[config.mk]
export PLATFORM = sky130hd
export DESIGN_NAME = divider_restoring_seq_flat
export DESIGN_NICKNAME = d
export VERILOG_FILES = /design/src/rtl/divider_restoring_seq_if.sv /design/src/rtl/divider_restoring_seq.sv /design/src/flat_wrapper.sv
export SDC_FILE = /design/constraint.sdc
export NUM_CORES = 1
export LEC_CHECK = 0
export ABC_CLOCK_PERIOD_IN_PS = 3680
export CAP_MARGIN = 20
export CORE_UTILIZATION = 50
export CTS_CLUSTER_SIZE = 30
export DETAILED_ROUTE_END_ITERATION = 10
export PLACE_DENSITY = 0.76
export SYNTH_ARGS = -nofsm -noshare
export SYNTH_HDL_FRONTEND = slang
export SYNTH_SLANG_ARGS = --single-unit
[constraint.sdc]
create_clock -name clk -period 3.68 [get_ports clk]
set_clock_uncertainty 0.15 [all_clocks]
set_input_delay 0.92 -clock clk [delete_from_list [all_inputs] [get_ports clk]]
set_output_delay 0.92 -clock clk [all_outputs]
set_load 0.01 [all_outputs]
[src/rtl/divider_restoring_seq_if.sv]
`default_nettype none
// ============================================================================
// Module   : divider_restoring_seq_if
// Purpose  : ALU <-> restoring divider request/result bundle.
// Revision : 1.0
// ============================================================================
interface divider_restoring_seq_if #(
    parameter int WIDTH = 64
);
    logic                 flush;
    logic                 valid;
    logic [WIDTH-1:0]     a;
    logic [WIDTH-1:0]     b;
    logic                 done;
    logic [2*WIDTH-1:0]   res;

    modport master (
        output flush,
        output valid,
        output a,
        output b,
        input  done,
        input  res
    );

    modport slave (
        input  flush,
        input  valid,
        input  a,
        input  b,
        output done,
        output res
    );
endinterface
`default_nettype wire

[src/rtl/divider_restoring_seq.sv]
`default_nettype none
// ============================================================================
// Module   : divider_restoring_seq
// Purpose  : Unsigned multicycle restoring divider, one quotient bit per cycle,
//            res = {remainder, quotient}. Define DIV_EARLY_OUT_EN to finish
//            a<b and b==1 in one cycle.
// Revision : 1.0
// ============================================================================
module divider_restoring_seq #(
    parameter int WIDTH = 64
) (
    input  wire logic                 clk,
    input  wire logic                 reset,
    divider_restoring_seq_if.slave    bus
);
    localparam int                   c_cnt_w = (WIDTH > 1) ? $clog2(WIDTH) : 1;
    localparam logic [c_cnt_w-1:0]   c_last  = c_cnt_w'(WIDTH - 1);
    localparam logic [WIDTH-1:0]     c_one   = {{(WIDTH-1){1'b0}}, 1'b1};

    typedef enum logic [1:0] {
        S_IDLE = 2'd0,
        S_BUSY = 2'd1,
        S_DONE = 2'd2
    } state_t;

    state_t                r_state;
    state_t                w_state_next;
    logic [WIDTH-1:0]      r_a;
    logic [WIDTH-1:0]      r_dvd;
    logic [WIDTH-1:0]      r_dsr;
    logic [WIDTH-1:0]      r_rem;
    logic [c_cnt_w-1:0]    r_count;
    logic                  r_done;
    logic [2*WIDTH-1:0]    r_res;

    logic                  w_load;
    logic                  w_iter;
    logic                  w_quick;
    logic [2*WIDTH-1:0]    w_quick_res;
    logic [WIDTH:0]        w_t;
    logic [WIDTH:0]        w_diff;
    logic                  w_ge;
    logic [WIDTH-1:0]      w_rem_next;
    logic [WIDTH-1:0]      w_dvd_next;
    logic                  w_new_ops;

    // Operands that resolve without iterating.
    always_comb begin
        w_quick     = 1'b0;
        w_quick_res = '0;
        if (bus.b == '0) begin
            w_quick     = 1'b1;
            w_quick_res = {bus.a, {WIDTH{1'b1}}};
        end
`ifdef DIV_EARLY_OUT_EN
        else if (bus.b == c_one) begin
            w_quick     = 1'b1;
            w_quick_res = {{WIDTH{1'b0}}, bus.a};
        end else if (bus.a < bus.b) begin
            w_quick     = 1'b1;
            w_quick_res = {bus.a, {WIDTH{1'b0}}};
        end
`endif
    end

    // W+1-bit trial subtract keeps the carry out of the shifted remainder.
    always_comb begin
        w_t        = {r_rem, r_dvd[WIDTH-1]};
        w_diff     = w_t - {1'b0, r_dsr};
        w_ge       = ~w_diff[WIDTH];
        w_rem_next = w_ge ? w_diff[WIDTH-1:0] : w_t[WIDTH-1:0];
        w_dvd_next = {r_dvd[WIDTH-2:0], w_ge};
    end

    assign w_new_ops = (bus.a != r_a) || (bus.b != r_dsr);

    always_comb begin
        w_state_next = r_state;
        w_load       = 1'b0;
        w_iter       = 1'b0;
        if (bus.flush) begin
            w_state_next = S_IDLE;
        end else begin
            case (r_state)
                S_IDLE: begin
                    if (bus.valid) begin
                        w_load       = 1'b1;
                        w_state_next = w_quick ? S_DONE : S_BUSY;
                    end
                end
                S_BUSY: begin
                    if (!bus.valid) begin
                        w_state_next = S_IDLE;
                    end else begin
                        w_iter = 1'b1;
                        if (r_count == c_last) begin
                            w_state_next = S_DONE;
                        end
                    end
                end
                S_DONE: begin
                    if (!bus.valid) begin
                        w_state_next = S_IDLE;
                    end else if (w_new_ops) begin
                        w_load       = 1'b1;
                        w_state_next = w_quick ? S_DONE : S_BUSY;
                    end
                end
                default: w_state_next = S_IDLE;
            endcase
        end
    end

    always_ff @(posedge clk) begin
        if (reset) begin
            r_state <= S_IDLE;
            r_a     <= '0;
            r_dvd   <= '0;
            r_dsr   <= '0;
            r_rem   <= '0;
            r_count <= '0;
            r_done  <= 1'b0;
            r_res   <= '0;
        end else begin
            r_state <= w_state_next;
            r_done  <= (w_state_next == S_DONE);
            if (w_load) begin
                r_a     <= bus.a;
                r_dvd   <= bus.a;
                r_dsr   <= bus.b;
                r_rem   <= '0;
                r_count <= '0;
                if (w_quick) begin
                    r_res <= w_quick_res;
                end
            end else if (w_iter) begin
                r_rem   <= w_rem_next;
                r_dvd   <= w_dvd_next;
                r_count <= r_count + 1'b1;
                if (r_count == c_last) begin
                    r_res <= {w_rem_next, w_dvd_next};
                end
            end
        end
    end

    assign bus.done = r_done;
    assign bus.res  = r_res;
endmodule
`default_nettype wire
[src/flat_wrapper.sv]
// flat-port wrapper written by rule: the top's interface ports become plain ports
module divider_restoring_seq_flat 
#(
    parameter int WIDTH = 64
)
  (clk, reset, bus_flush, bus_valid, bus_a, bus_b, bus_done, bus_res);
  divider_restoring_seq_if #(.WIDTH(WIDTH)) bus_i ();
  input  wire logic clk;
  input  wire logic reset;
  input wire logic [$bits(bus_i.flush)-1:0] bus_flush;
  input wire logic [$bits(bus_i.valid)-1:0] bus_valid;
  input wire logic [$bits(bus_i.a)-1:0] bus_a;
  input wire logic [$bits(bus_i.b)-1:0] bus_b;
  output wire logic [$bits(bus_i.done)-1:0] bus_done;
  output wire logic [$bits(bus_i.res)-1:0] bus_res;
  assign bus_i.flush = bus_flush;
  assign bus_i.valid = bus_valid;
  assign bus_i.a = bus_a;
  assign bus_i.b = bus_b;
  assign bus_done = bus_i.done;
  assign bus_res = bus_i.res;
  divider_restoring_seq #(.WIDTH(WIDTH)) u_core (.clk(clk), .reset(reset), .bus(bus_i));
endmodule
==> out/metrics.yaml, run 1 <==
status: "finished, violations left"
violations: "setup timing"
synth_top_flop_cell: "dfxtp_1"
drtIter0Drc: 2189
cts.path.max_buffers: 3
p_sw_share_pct: 30.2
avgRoutedWirePerCell_um: 22.1
min_path_type: "register to register"
arrival_ns: 4.05
dr.pass1.iters: 8
internal-power_mw: 8.27
grt_max_degree: 123
post-synth-top-count-cell: "dfxtp_1"
crit_type: "register to register"
irDropWorstVdd_uv: 362
antenna_found_initial: 1
fin_crit_ns: 3.71
cts_tree: "yes"
power.share.clock_pct: 38.0
clkLatencyLatePin_ns: 0.59
yosysWarnings: 0
ios: 261
dp_hpwl_um: 61800
num_vias: 22000
finalNetCount: 3318
synth_edf_count: 0
drive_gt1_share_pct: 22.4
place_inst: 3605
io_buffers: 260
async_flop_share_pct: 0
worst_ep_required_time_ns: 4.02
power.switching_mw: 3.59
share_comb_of_total_power_pct: 24.3
finalHoldViolations: 0
crit_path_max_fanout: 9
start_util_pct: 50.7
syn_avg_cell_area_um2: 8.38
stdcell_area_mm2: 0.0297
slew_viol_final: 0
syn_nets: 2729
drt-total-wl_um: 81500
synth_commonest_cells: "dfxtp_1, nor2_1, nand2_1"
area_growth_syn_to_layout_pct: 39.9
synthCells: 2531
route.detailed.drc: 0
die_w_um: 208
postRouteAntennaNets: 0
grt_pass1_vias: 20900
setup_tns_ns: -0.120
clk_pin_slew_ns: 0.06
viasPerCell: 5.94
ctsHoldBuffers: 0
root_buffer: "clkbuf_16"
synth_area_mm2: 0.0212
htree_levels: 2
fillers: 3169
grt_setup_unrepaired: "yes"
dieArea_mm2: 0.0432
synth_top_area_share_pct: 37.1
yosysSeqAreaShare_pct: 37.1
period_share_pct: 101
yosys-top-cells-area: "dfxtp_1, mux2i_1, xor2_1"
holdPathStages: 2
std_cell_rows: 75
place_area_mm2: 0.0275
power_frac_seq_pct: 37.6
crit_path_start_kind: "register"
power_density_mw_per_mm2: 400
grt_pass1_wl_um: 122000
ys_seq_elements: 393
fmax_mhz: 270
gr-total-overflow: 0
slew_headroom_pct: 53.5
fin_ws_ns: -0.0302
yosysTopAreaCell: "dfxtp_1"
ys_types: 75
regToRegSetupSlack_ns: -0.03
cts.sinks: 393
max_cap_violations: 0
place_congestion: 0.949
final_cells: 3694
core-area_mm2: 0.0419
tightest_slew_ns: 0.690
static-leakage-power_nw: 12.0
grt_usage_pct: 36.4
ff2ff_path_depth: 17
die_h_um: 208
worstSetupEndpointType: "register"
finalSetupViolCount: 12
cts_inserted_buffers: 42
## repair_timing
action                                  4_1_cts  5_1_grt
pin swaps                                    10       32
gates resized for setup                      41       90
cloned                                        1        0
endpoints found under the setup margin      234      225
setup buffers                                 4        6
## registers in the layout, indices dropped and copies added (netlist names)
register	flops
u_core.bus.done	1
u_core.r_state	2
u_core.r_count	6
u_core.r_dvd	64
u_core.bus.res	128
u_core.r_dsr	64
u_core.r_rem	64
u_core.r_a	64
## path summary, 6_finish.rpt
check	from	end
worst max-delay path	u_core.r_dvd[63]	u_core.bus.res[86]
worst min-delay path	u_core.r_dvd[9]	u_core.r_dvd[9]
worst max register to register	u_core.r_dvd[63]	u_core.bus.res[86]
worst min register to register	u_core.r_dvd[9]	u_core.r_dvd[9]
## layer usage
layer  vias up  global-route usage, %  share of wire, %
met5         -                      0                 0
met4         0                   17.0               4.8
met3       198                   5.31               8.9
met2      1094                   56.0                44
met1     10500                   50.3                42
li1      10200                      -                 -
## final cells by class
| class | count | area (um^2) | share of cell area (%) |
|---|---|---|---|
| Clock inverter | 21 | 280 | 0.945 |
| Inverter | 88 | 330 | 1.11 |
| Clock buffer | 57 | 1170 | 3.94 |
| Tap cell | 539 | 674 | 2.27 |
| Antenna cell | 1 | 2.50 | 0.00844 |
| Timing Repair Buffer | 718 | 6360 | 21.4 |
| Multi-Input combinational cell | 1877 | 13000 | 43.7 |
| Sequential cell | 393 | 7880 | 26.6 |
## layout by cell type, fill, tap and decap left out, types with 16 or more instances in the layout
cell / count
buf_4: 432
dfxtp_1: 387
nor2_1: 272
nand2_1: 270
clkdlybuf4s50_1: 259
a21oi_1: 206
mux2i_1: 186
xor2_1: 120
inv_1: 85
a31oi_1: 74
a22oi_1: 66
o21ai_0: 65
ha_1: 56
xnor2_1: 53
a211oi_1: 48
mux2_2: 47
a21o_1: 44
nor4_1: 43
nand4_1: 43
clkbuf_16: 42
a211oi_2: 38
buf_12: 22
nor3_1: 19
nand3_1: 19
o21bai_1: 17
o21ai_1: 16
## stage by stage
step	utilization [%]	setup WS [ns]	hold WS, ns	power [mW]
2_1_floorplan	-	0.178	0.282	5.80
6_report	70.9	-0.0302	0.320	11.9
3_5_place_dp	65.6	-0.839	0.308	7.17
4_1_cts	69.8	0.000157	0.317	11.7
3_3_place_gp	65.6	-0.754	0.295	7.14
5_1_grt	70.9	-0.148	0.336	12.2
## power groups by stage
stage               combinational (mW)  clock [mW]  sequential, mW
CTS                               2.73        4.53            4.46
global route                      3.03        4.69            4.47
finish                            2.89        4.51            4.46
detailed placement                2.62           0            4.55
floorplan                         1.27           0            4.53
global placement                  2.60           0            4.54
## logic make-up (layout without fill, tap and decap cells)
kind of cell             after synthesis  after routing  share of synthesized area (%)
adder cells (fa/ha/maj)               66             66                           3.93
XOR/XNOR                             175            175                           7.23
multiplexers                         241            241                           11.7
AND/OR/NAND/NOR                      734            734                           15.2
flip-flops                           393            393                           37.1
buffers and inverters                261            884                           4.87
AO/OA/AOI/OAI                        661            661                           20.0
other                                  0              1                              0
## worst max-delay path, cell delays in order (launching register included)
cell and delay (ns):
dfxtp_2 0.34, inv_2 0.06, ha_4 0.16, fa_2 0.36
nand2b_4 0.17, a21oi_4 0.18, o21ai_4 0.10, buf_6 0.13
a21o_1 0.19, a311oi_4 0.36, o211ai_1 0.22, a21boi_4 0.28
nor2_8 0.06, buf_12 0.15, buf_12 0.14, mux2i_2 0.16
buf_4 0.17, a211oi_2 0.21
Power figures use the tool's default switching activity.
==> run 2, diff against run 1 <==
SLEW_MARGIN = 20   (was not set)
==> results of run 2 <==
Final layout, timing and power as in run 1 (identical DEF).
